<file path="src/rtl/uart_pkg.sv">
// uart_pkg: constants and the FSM state type shared by the UART transmitter.
// Optional feature macro: UART_TX_PARITY_EN adds the PARITY state.
package uart_pkg;

    localparam int   DATA_BITS  = 8;
    localparam logic START_BIT  = 1'b0;
    localparam logic STOP_BIT   = 1'b1;
    localparam logic IDLE_LEVEL = 1'b1;

    typedef enum logic [2:0] {
        IDLE,
        START,
        DATA,
`ifdef UART_TX_PARITY_EN
        PARITY,
`endif
        STOP
    } uart_state_e;

endpackage

</file>
<file path="src/rtl/uart_baud_cnt.sv">
// uart_baud_cnt: bit-period timer for the UART transmitter.
// Ports:
//   clk_i       system clock, rising edge
//   rst_i       synchronous active-high reset
//   en_i        count while high; held at zero while low
//   bit_done_o  one-cycle pulse on the last cycle of every CLKS_PER_BIT period
module uart_baud_cnt #(
    parameter int CLKS_PER_BIT = 2
) (
    input  logic clk_i,
    input  logic rst_i,
    input  logic en_i,
    output logic bit_done_o
);

    localparam int               CNT_W = $clog2(CLKS_PER_BIT) + 1;
    localparam logic [CNT_W-1:0] LAST  = CNT_W'(CLKS_PER_BIT - 1);

    logic [CNT_W-1:0] cnt_q, cnt_d;

    // Counter wraps to zero on bit_done, so every bit boundary restarts the
    // period; dropping en_i parks it at zero so the next frame starts clean.
    always_comb begin
        bit_done_o = en_i && (cnt_q == LAST);
        cnt_d      = cnt_q;
        if (!en_i || bit_done_o) cnt_d = '0;
        else                     cnt_d = cnt_q + 1'b1;
    end

    always_ff @(posedge clk_i) begin
        if (rst_i) cnt_q <= '0;
        else       cnt_q <= cnt_d;
    end

endmodule

</file>
<file path="src/rtl/uart_tx.sv">
// uart_tx: 8N1 UART transmitter (8E1 when UART_TX_PARITY_EN is defined).
// Ports:
//   clk      system clock, rising edge
//   rst      synchronous active-high reset, priority over start
//   start    transmit request, accepted only when idle
//   data_in  byte captured on the accepting edge
//   tx       registered serial line, idles high
//   busy     registered, high for the whole frame
// Optional feature macro: UART_TX_PARITY_EN inserts an even-parity bit
// between data bit 7 and the stop bit.
module uart_tx
    import uart_pkg::*;
#(
    parameter int CLKS_PER_BIT = 2
) (
    input  logic       clk,
    input  logic       rst,
    input  logic       start,
    input  logic [7:0] data_in,
    output logic       tx,
    output logic       busy
);

    uart_state_e state_q;
    logic [7:0]  shift_q;
    logic [2:0]  bit_idx_q;
    logic        tx_q;
    logic        busy_q;
    logic        bit_done;
`ifdef UART_TX_PARITY_EN
    logic        parity_q;
`endif

    uart_baud_cnt #(
        .CLKS_PER_BIT(CLKS_PER_BIT)
    ) u_baud (
        .clk_i      (clk),
        .rst_i      (rst),
        .en_i       (state_q != IDLE),
        .bit_done_o (bit_done)
    );

    // tx_q always holds the level of the bit currently on the line; each
    // bit_done loads the next one, so tx changes exactly on bit boundaries.
    always_ff @(posedge clk) begin
        if (rst) begin
            state_q   <= IDLE;
            shift_q   <= '0;
            bit_idx_q <= '0;
            tx_q      <= IDLE_LEVEL;
            busy_q    <= 1'b0;
`ifdef UART_TX_PARITY_EN
            parity_q  <= 1'b0;
`endif
        end else begin
            case (state_q)
                IDLE: begin
                    if (start) begin
                        shift_q   <= data_in;
                        bit_idx_q <= '0;
                        tx_q      <= START_BIT;
                        busy_q    <= 1'b1;
                        state_q   <= START;
`ifdef UART_TX_PARITY_EN
                        parity_q  <= ^data_in;
`endif
                    end
                end
                START: begin
                    if (bit_done) begin
                        tx_q    <= shift_q[0];
                        shift_q <= shift_q >> 1;
                        state_q <= DATA;
                    end
                end
                DATA: begin
                    if (bit_done) begin
                        // bit_idx_q counts data bits already completed.
                        if (bit_idx_q == 3'(DATA_BITS - 1)) begin
`ifdef UART_TX_PARITY_EN
                            tx_q    <= parity_q;
                            state_q <= PARITY;
`else
                            tx_q    <= STOP_BIT;
                            state_q <= STOP;
`endif
                        end else begin
                            tx_q      <= shift_q[0];
                            shift_q   <= shift_q >> 1;
                            bit_idx_q <= bit_idx_q + 3'd1;
                        end
                    end
                end
`ifdef UART_TX_PARITY_EN
                PARITY: begin
                    if (bit_done) begin
                        tx_q    <= STOP_BIT;
                        state_q <= STOP;
                    end
                end
`endif
                STOP: begin
                    if (bit_done) begin
                        tx_q    <= IDLE_LEVEL;
                        busy_q  <= 1'b0;
                        state_q <= IDLE;
                    end
                end
                default: state_q <= IDLE;
            endcase
        end
    end

    assign tx   = tx_q;
    assign busy = busy_q;

endmodule

</file>
<file path="config.mk">
export PLATFORM = sky130hd
export DESIGN_NAME = uart_tx
export DESIGN_NICKNAME = d
export VERILOG_FILES = /design/src/rtl/uart_pkg.sv /design/src/rtl/uart_baud_cnt.sv /design/src/rtl/uart_tx.sv
export SDC_FILE = /design/constraint.sdc
export NUM_CORES = 1
export LEC_CHECK = 0
export CAP_MARGIN = 20
export CORE_MARGIN = 4
export CORE_UTILIZATION = 52
export CTS_BUF_LIST = sky130_fd_sc_hd__clkbuf_16
export CTS_CLUSTER_DIAMETER = 30
export DETAILED_ROUTE_END_ITERATION = 8
export HOLD_SLACK_MARGIN = 0.06
export PLACE_DENSITY_LB_ADDON = 0.08
export SETUP_SLACK_MARGIN = 0.15
export SYNTH_ARGS = -nofsm -noshare
export SYNTH_HDL_FRONTEND = slang
export SYNTH_HIERARCHICAL = 1
export SYNTH_SLANG_ARGS = --single-unit
</file>
<file path="constraint.sdc">
create_clock -name clk -period 2.55 [get_ports clk]
set_clock_uncertainty 0.05 [all_clocks]
set_input_delay 0.3825 -clock clk [delete_from_list [all_inputs] [get_ports clk]]
set_output_delay 0.3825 -clock clk [all_outputs]
set_load 0.02 [all_outputs]
</file>
Yosys cells after proc, flatten, opt, wreduce, memory -nomap -nowiden --
Cells that the tools add are included.
Cells by class: $add $sub $neg 2, multiplexer cells 24, reductions and logical operators 15, eq/ne operators 11
Operators by type and width (count):
- $mux W8 | 4
- $mux W3 | 8
- $pmux W8 S3 | 1
- $reduce_and A5 Y1 | 3
- $ne A2 B2 Y1 const B | 6
- $pmux W3 S4 | 1
- $mux W1 | 7
- $eq A3 B2 Y1 const B | 2
- $pmux W3 S2 | 1
- $reduce_bool A3 Y1 | 2
- $pmux W1 S4 | 1
- $reduce_and A4 Y1 | 1
- $reduce_bool A2 Y1 | 2
- $reduce_bool A4 Y1 | 1
- $add A3 B1 Y3 const B | 1
- $eq A3 B1 Y1 const B | 1
- $eq A3 B3 Y1 const B | 1
- $logic_not A3 Y1 | 1
- $reduce_and A3 Y1 | 1
- $add A2 B1 Y2 const B | 1
- $eq A2 B1 Y1 const B | 1
- $pmux W1 S2 | 1
- $reduce_or A2 Y1 | 1
- $logic_and A1 B1 Y1 | 1
- other kinds (2) | 2
Word-level totals: input port bits 11, word-level logic and storage cells 58, output and inout bits 2, register bits 18

Logic depth before layout (Yosys ltp) --
Gate-level depths: netlist (run 1).
word-level depth 4, depth in mapped cells 8, gate-level depth less buffers 8

Hierarchy --
Netlist (run 1), hierarchy kept.
Modules (own cells, without submodules):
- uart_tx | instances 1, cells an instance 88, area each 808.3 um^2
- uart_baud_cnt | instances 1, cells an instance 7, area each 93.8 um^2

Worst setup path after synthesis (run 1) --
No wires, ideal clock.
kind reg-to-reg, start register state_q[0], end register bit_idx_q[0], path slack 787 ps, arrival time 1585 ps, clock period less this slack 1763 ps, buffers on the path 0, required time 2372 ps, cell stages (with the launch flop) 9, path through dfxtp_1 inv_1 ha_1 inv_1 and2_2 nand2b_1 a211oi_2 mux2i_1 nor2_1
On the way: longest elaborated chain between the ends 4
RTL lines:
- start, declared | RTL line uart_tx.sv:24 | uart_state_e state_q;
- start signal, assigned | RTL line uart_tx.sv:47 | state_q <= IDLE;
- start signal, assigned | RTL line uart_tx.sv:63 | state_q <= START;
- start signal, assigned | RTL line uart_tx.sv:73 | state_q <= DATA;
- $reduce_bool A3 Y1 | RTL line uart_tx.sv:39 | .en_i (state_q != IDLE),
- $logic_and A1 B1 Y1 | RTL line uart_baud_cnt.sv:24 | bit_done_o = en_i && (cnt_q == LAST);
- named net bit_done | RTL line uart_tx.sv:29 | logic bit_done;
- $ne A2 B2 Y1 (no source line)
- $reduce_and A4 Y1 (no source line)
- end signal, assigned | RTL line uart_tx.sv:90 | bit_idx_q <= bit_idx_q + 3'd1;
- end, declared | RTL line uart_tx.sv:26 | logic [2:0] bit_idx_q;
The timed path passes the listed nets, and every way through them passes these cells. A chain may end at the register's enable or synchronous reset.

Final worst setup path (run 1) --
start register state_q[0], end register bit_idx_q[2]
Same word-level chain as after synthesis.

==> out/results.md, run 1 <==
## Layout
- **number of filler cells placed in the layout** 124
- **net count of the finished layout** 127
- **final std cell area, no fill** 1100 um^2
- **fraction of final layout cells with drive strength greater than 1** 0.0926
- **antenna diode count** 0
- **area growth from synthesis to final layout** 22.2%
- **share of the core filled with cells in the final layout** 0.699

## Detailed routing
- **number of nets with antenna violations after detailed routing** 0
- **average wire per standard cell** 13.9 um
- **violation count after the first detailed-route iteration** 3
- **DRC violation count after routing** 0
- **per-cell via count in the routed design** 5.43
- **total number of vias** 673
- **final wirelength** 1730 um
- **Pre-Repair DR Iteration Count** 4

## STA
- **Final Worst Setup Slack** 0.538 ns
- **number of setup violations in the final report** 0
- **Final Hold Fails** 0
- **transition time at the pin with the least slew margin** 0.646 ns
- **Achievable Freq** 497 MHz
- **Slew Limit Headroom** 0.568
- **final worst path period share** 0.789
- **sum of negative setup slack** 0 ns
- **final worst path period need** 2.01 ns
- **unrepaired setup endpoints after global routing** no
- **max-slew violation count** 0

## Global routing
- **global-route wire length before repair** 2990 um
- **number of antenna violations at the first check in global routing** 0
- **vias in the first global route** 693
- **aggregate global routing overflow** 0
- **All-Layer GR Usage** 0.156
- **pin count of the biggest net entering global routing** 18

## Place
- **Placer Congestion** 0.779
- **pre-CTS setup slack** 0.578 ns
- **HPWL after detailed placement** 1260 um
- **IO buf count** 12
- **DP Area** 1020 um^2

## Yosys
- **fraction of the yosys area taken by sequential cells** 0.377
- **area of the mapped netlist** 902 um^2
- **Cell variety after synth** 24
- **synthesized netlist net count** 113
- **cell accounting for the most synthesized area** sky130_fd_sc_hd__dfxtp_1
- **number of enable flip-flop cells after synthesis** 0
- **commonest cells in the netlist** sky130_fd_sc_hd__dfxtp_1 (17), sky130_fd_sc_hd__nor2_1 (17), sky130_fd_sc_hd__mux2i_1 (12)
- **most used flip-flop cell after synthesis** sky130_fd_sc_hd__dfxtp_1
- **top cells by area in the synthesized netlist** sky130_fd_sc_hd__dfxtp_1 (38%), sky130_fd_sc_hd__mux2i_1 (13%), sky130_fd_sc_hd__ha_1 (9.7%), sky130_fd_sc_hd__nor2_1 (7.1%), sky130_fd_sc_hd__a211oi_1 (5.8%)
- **Warnings, synthesis** 6
- **proportion of synthesized flip-flops having asynchronous set or reset** 0
- **Syn Area/Cell** 9.50 um^2
- **Mapped Cells** 95
- **flop and latch count out of synthesis** 17
- **area share of the largest cell type after synthesis** 0.377

## Setup path
- **largest driver fanout on the critical path** 7
- **Critical-path top delay cell** sky130_fd_sc_hd__dfxtp_1
- **data required time at the worst endpoint** 2.61 ns
- **Crit path largest cell delay** 0.37 ns
- **Worst Path Buf+Inv** 2
- **cell with the most instances on the worst path** sky130_fd_sc_hd__inv_1
- **arrival time reported for the critical path endpoint** 2.07 ns
- **ordered cell list for the critical path** inv_1, ha_1, inv_1, and2_2, nand2b_1, a211oi_2, mux2i_1, nor2_1
- **Critical Path Source Type** register
- **startpoint-to-endpoint class of the critical path** register to register
- **Critical Path End Type** register
- **gate family responsible for the most delay along the worst path** flip-flops

## Floorplanning
- **standard cell core area** 1580 um^2
- **die extent in x** 49.7 um
- **total number of placement rows** 14
- **die footprint** 2470 um^2
- **number of top-level pins** 13
- **starting density of the core** 0.572
- **Die Height** 49.7 um

## Clocking
- **clock-pin slew reported for the worst setup and hold paths after clock tree synthesis** 0.05 ns
- **number of cells upsized or downsized after cts** 0
- **hold bufs inserted after CTS** 0
- **clock sink count** 17
- **Longest Clk Path Bufs** 2
- **level count of the clock H-tree** 1
- **TritonCTS clock tree** done
- **number of clock buffers inserted by TritonCTS** 3
- **Setup Buffers After CTS** 0
- **worst skew pair latency** 0.24 ns
- **CTS Root Cell** sky130_fd_sc_hd__clkbuf_16

## Hold path
- **Hold/Removal Path Class** register to register

## Power and ir drop
- **worst IR drop on VDD** 0.609 mV
- **power per cell area** 1220 nW/um^2
- **LEAKAGE** 0.455 nW

## Run status
- **result of the run** complete, no violations

## Flow run
- **max cap viols** 0

-- path summary, 6_finish.rpt --
path,slack (ns),depth (start not counted),from,end
worst min register to register,0.39,1,u_baud/cnt_q[0],u_baud/cnt_q[0]
worst min-delay path,0.39,1,u_baud/cnt_q[0],u_baud/cnt_q[0]
worst max-delay path,0.54,8,state_q[0],bit_idx_q[2]
worst max register to register,0.54,8,state_q[0],bit_idx_q[2]
-- power by group --
group | internal (mW) | switching (mW) | total [mW]
Combinational | 0.294 | 0.347 | 0.641
Clock | 0.208 | 0.0988 | 0.307
Sequential | 0.351 | 0.0469 | 0.398
-- kinds of logic after synthesis --
| logic type | share of synthesized area |
|---|---|
| flip-flops | 0.377 |
| AND/OR/NAND/NOR | 0.200 |
| multiplexers | 0.133 |
| AO/OA/AOI/OAI | 0.143 |
| adder cells (fa/ha/maj) | 0.0971 |
| buffers and inverters | 0.0499 |
-- per-layer routing --
layer | global-route usage | routed length (um) | vias up
li1 | - | - | 356
met1 | 0.185 | 793 | 306
met2 | 0.278 | 865 | 9
met3 | 0.0271 | 56 | 2
met4 | 0.0553 | 13 | 0
met5 | 0 | 0 | -
-- sequential cells by signal (all words and copies together), names as in the netlist --
| signal | cells |
|---|---|
| state_q | 2 |
| bit_idx_q | 3 |
| u_baud/cnt_q | 2 |
| shift_q | 8 |
| tx | 1 |
| busy | 1 |
-- cells in the final DEF, fill, tap and decap left out, types with 2 or more instances in the layout --
master | Yosys | layout
sky130_fd_sc_hd__nor2_1 | 17 | 17
sky130_fd_sc_hd__dfxtp_1 | 17 | 17
sky130_fd_sc_hd__mux2i_1 | 12 | 12
sky130_fd_sc_hd__clkdlybuf4s50_1 | 0 | 12
sky130_fd_sc_hd__inv_1 | 7 | 8
sky130_fd_sc_hd__a211oi_1 | 7 | 7
sky130_fd_sc_hd__ha_1 | 7 | 7
sky130_fd_sc_hd__a21oi_1 | 5 | 5
sky130_fd_sc_hd__nand2b_1 | 3 | 3
sky130_fd_sc_hd__nand2_1 | 3 | 3
sky130_fd_sc_hd__clkbuf_16 | 0 | 3
sky130_fd_sc_hd__and2_1 | 2 | 2
sky130_fd_sc_hd__nor4b_2 | 2 | 2
-- stage by stage --
step           hold slack, ns  instances  power (mW)
3_3_place_gp            0.382        120        1.02
4_1_cts                 0.395        124        1.36
3_5_place_dp            0.388        120        1.04
6_report                0.389        124        1.35
5_1_grt                 0.412        124        1.45
2_1_floorplan           0.369         95       0.928
-- layout make-up --
class | count | area, um^2 | area share
clock buffers | 3 | 75.1 | 0.0681
clock inverters | 1 | 3.75 | 0.00341
inverters | 7 | 26.3 | 0.0238
multi-input cells | 68 | 517 | 0.469
flip-flops and latches | 17 | 340 | 0.309
well taps | 16 | 20.0 | 0.0182
repair buffers | 12 | 120 | 0.109
No activity file was read; power rests on OpenSTA's default activity.
==> inputs of run 2 (changes only) <==
clock period = 2 ns   (was 2.55 ns; I/O delays follow)
==> run 2 against run 1 <==
Compared with the run above:
- clock-buffer cell count is the same
- register-to-register slack worse by 0.29 ns
- global-route usage barely moved
- critical path depth unchanged
- combinational power increased by 41%
- clock power is 28% higher
- largest cell class unchanged
- sequential share of layout area is 1.0 points lower
- sequential cell count is the same
- first-iteration DRC count rose to 3.3 times the previous value
- non-clock buffer count is 2 higher
==> out/results.md, run 2 (synthesis results as in run 1) <==
## Detailed routing
- **per-cell via count in the routed design** 5.39, -0.71%
- **average wire per standard cell** 14.1 um, +0.86%
- **number of nets with antenna violations after detailed routing** 0, unchanged
- **Pre-Repair DR Iteration Count** 4, unchanged
- **violation count after the first detailed-route iteration** 10, +7
- **final wirelength** 1770 um, +2.5%
- **total number of vias** 679, +0.89%
- **DRC violation count after routing** 0, unchanged

## Global routing
- **All-Layer GR Usage** 0.156, +0.000196
- **global-route wire length before repair** 2910 um, -2.8%
- **most heavily used metal layer in global routing** met2
- **global-route met2 utilization** 0.271, -0.00661
- **global-route track usage on met1** 0.178, -0.00667
- **pin count of the biggest net entering global routing** 18, unchanged
- **number of antenna violations at the first check in global routing** 0, unchanged
- **vias in the first global route** 637, -8.1%
- **aggregate global routing overflow** 0, unchanged
- **Global Route met3 Usage** 0.0331, +0.00602

## Place
- **pre-CTS setup slack** 0.112 ns, -0.466 ns
- **IO buf count** 12, unchanged
- **HPWL after detailed placement** 1230 um, -2.3%
- **Placer Congestion** 0.783, +0.56%

## Clocking
- **clock sink count** 17, unchanged
- **CTS Root Cell** sky130_fd_sc_hd__clkbuf_16
- **TritonCTS clock tree** done
- **hold bufs inserted after CTS** 0, unchanged
- **clock-pin slew reported for the worst setup and hold paths after clock tree synthesis** 0.05 ns, about the same
- **level count of the clock H-tree** 1, unchanged
- **worst skew pair latency** 0.24 ns, about the same
- **number of clock buffers inserted by TritonCTS** 3, unchanged
- **Longest Clk Path Bufs** 2, unchanged

## Layout
- **Biggest register** shift_q
- **fraction of final layout cells with drive strength greater than 1** 0.164, +0.0710
- **number of flip-flops in the largest register** 8, unchanged
- **Top Registers** shift_q (8), bit_idx_q (3)
- **most common cell after layout, fill and taps aside** sky130_fd_sc_hd__nor2_1
- **area growth from synthesis to final layout** 27.3%
- **share of the core filled with cells in the final layout** 0.729, +0.0294
- **net count of the finished layout** 129, +1.6%
- **antenna diode count** 0, unchanged
- **commonest non-fill, non-tap cells in the layout** sky130_fd_sc_hd__nor2_1 (17), sky130_fd_sc_hd__dfxtp_1 (15), sky130_fd_sc_hd__mux2i_1 (12), sky130_fd_sc_hd__clkdlybuf4s50_1 (12)

## STA
- **final worst path period share** 0.877, +0.0877
- **final worst path period need** 1.75 ns, -0.259 ns
- **Final Hold Fails** 0, unchanged
- **max-slew violation count** 0, unchanged
- **transition time at the pin with the least slew margin** 0.674 ns, +0.0286 ns
- **unrepaired setup endpoints after global routing** no
- **Slew Limit Headroom** 0.549, -0.0191
- **Achievable Freq** 570 MHz, +15%
- **sum of negative setup slack** 0 ns, unchanged
- **number of setup violations in the final report** 0, unchanged
- **Final Worst Setup Slack** 0.247 ns, -0.291 ns

## Setup path
- **ordered cell list for the critical path** inv_1, ha_2, inv_2, and2_4, buf_4, o221ai_2, or3_1, a21oi_1
- **Critical Path End Type** register
- **logic depth of the worst setup path including buffers** 8, unchanged
- **Worst Path Buf+Inv** 3, +1
- **worst r2r src** state_q[0]
- **Critical Path Source Type** register
- **crit path launch** state_q[0]
- **Crit path largest cell delay** 0.37 ns, about the same
- **internal reg-to-reg setup slack** 0.25 ns, -0.29 ns
- **depth of the worst register-to-register path** 8, unchanged
- **startpoint-to-endpoint class of the critical path** register to register
- **arrival time reported for the critical path endpoint** 1.86 ns, -0.21 ns
- **data required time at the worst endpoint** 2.11 ns, -0.50 ns
- **r2r endpoint** state_q[0]
- **worst setup path end** state_q[0]
- **largest driver fanout on the critical path** 4, -3
- **Critical-path top delay cell** sky130_fd_sc_hd__or3_1
- **gate family responsible for the most delay along the worst path** simple AND/OR/NAND/NOR gates

## Floorplanning
- **number of top-level pins** 13, unchanged
- **starting density of the core** 0.572, unchanged
- **standard cell core area** 1580 um^2, unchanged
- **Die Height** 49.7 um, unchanged
- **die footprint** 2470 um^2, unchanged
- **die extent in x** 49.7 um, unchanged
- **total number of placement rows** 14, unchanged

## Power and ir drop
- **power per cell area** 1580 nW/um^2, +29%
- **LEAKAGE** 0.466 nW, +2.4%
- **sum of internal, switching and leakage power** 1.81 mW, +35%
- **worst IR drop on VDD** 0.845 mV, +39%

## Flow run
- **max cap viols** 0, unchanged

## Run status
- **result of the run** complete, no violations

## Hold path
- **Hold/Removal Path Class** register to register

## run 2: cell count changes in the layout (fill, tap and decap cells not counted), moves of 2 or more
cell,previous run,this run
sky130_fd_sc_hd__ha_1,7,5
sky130_fd_sc_hd__dfxtp_2,0,2
sky130_fd_sc_hd__ha_2,0,2
sky130_fd_sc_hd__buf_4,0,2
sky130_fd_sc_hd__dfxtp_1,17,15
## run 2: routing by layer
layer	routed length, um	share of wire
met2	861	0.49
met1	820	0.46
met5	0	0
met3	64	0.036
met4	26	0.015
## run 2: repair_timing
action | 4_1_cts | 5_1_grt
cloned | 0 | 0
buffers inserted | 0 | 1
gates resized for setup | 4 | 5
pin swaps | 1 | 1
setup endpoints to repair | 12 | 5
## run 2: worst min-delay path by stage
stage                     cells past startpoint  slack (ns)               to             from
after floorplan                               1        0.32       shift_q[3]              rst
after global placement                        1        0.38  u_baud/cnt_q[0]  u_baud/cnt_q[0]
after detailed placement                      1        0.38  u_baud/cnt_q[0]  u_baud/cnt_q[0]
after CTS                                     1        0.39  u_baud/cnt_q[0]  u_baud/cnt_q[0]
after global routing                          1        0.41  u_baud/cnt_q[0]  u_baud/cnt_q[0]
final                                         1        0.39  u_baud/cnt_q[0]  u_baud/cnt_q[0]
## run 2: power by group
| part | internal [mW] | switching [mW] | total (mW) |
|---|---|---|---|
| registers | 0.452 | 0.0614 | 0.513 |
| logic | 0.431 | 0.473 | 0.904 |
| clock network | 0.265 | 0.129 | 0.394 |
| total | 1.15 | 0.663 | 1.81 |
## run 2: area by class of cell
class / instances / area [um^2]
Inverter: 7 / 26.3
Sequential cell: 17 / 343
Clock inverter: 1 / 3.75
Multi-Input combinational cell: 68 / 546
Tap cell: 16 / 20.0
Fill cell: 128 / 428
Timing Repair Buffer: 14 / 135
Clock buffer: 3 / 75.1
## run 2: stage by stage
| step | hold WS, ns | cell area [um^2] | std cells |
|---|---|---|---|
| 2_1_floorplan | 0.323 | 902 | 95 |
| 3_3_place_gp | 0.384 | 1030 | 121 |
| 3_5_place_dp | 0.384 | 1030 | 121 |
| 4_1_cts | 0.393 | 1130 | 125 |
| 5_1_grt | 0.411 | 1150 | 126 |
| 6_report | 0.391 | 1150 | 126 |
==> inputs of run 3 (changes only) <==
ABC_CLOCK_PERIOD_IN_PS = 2000   (was default)
SLEW_MARGIN = 40   (was default)
TNS_END_PERCENT = 30   (was default)
==> results of run 3 <==
Same layout as run 2: the final DEF is identical, and so are final timing and power.
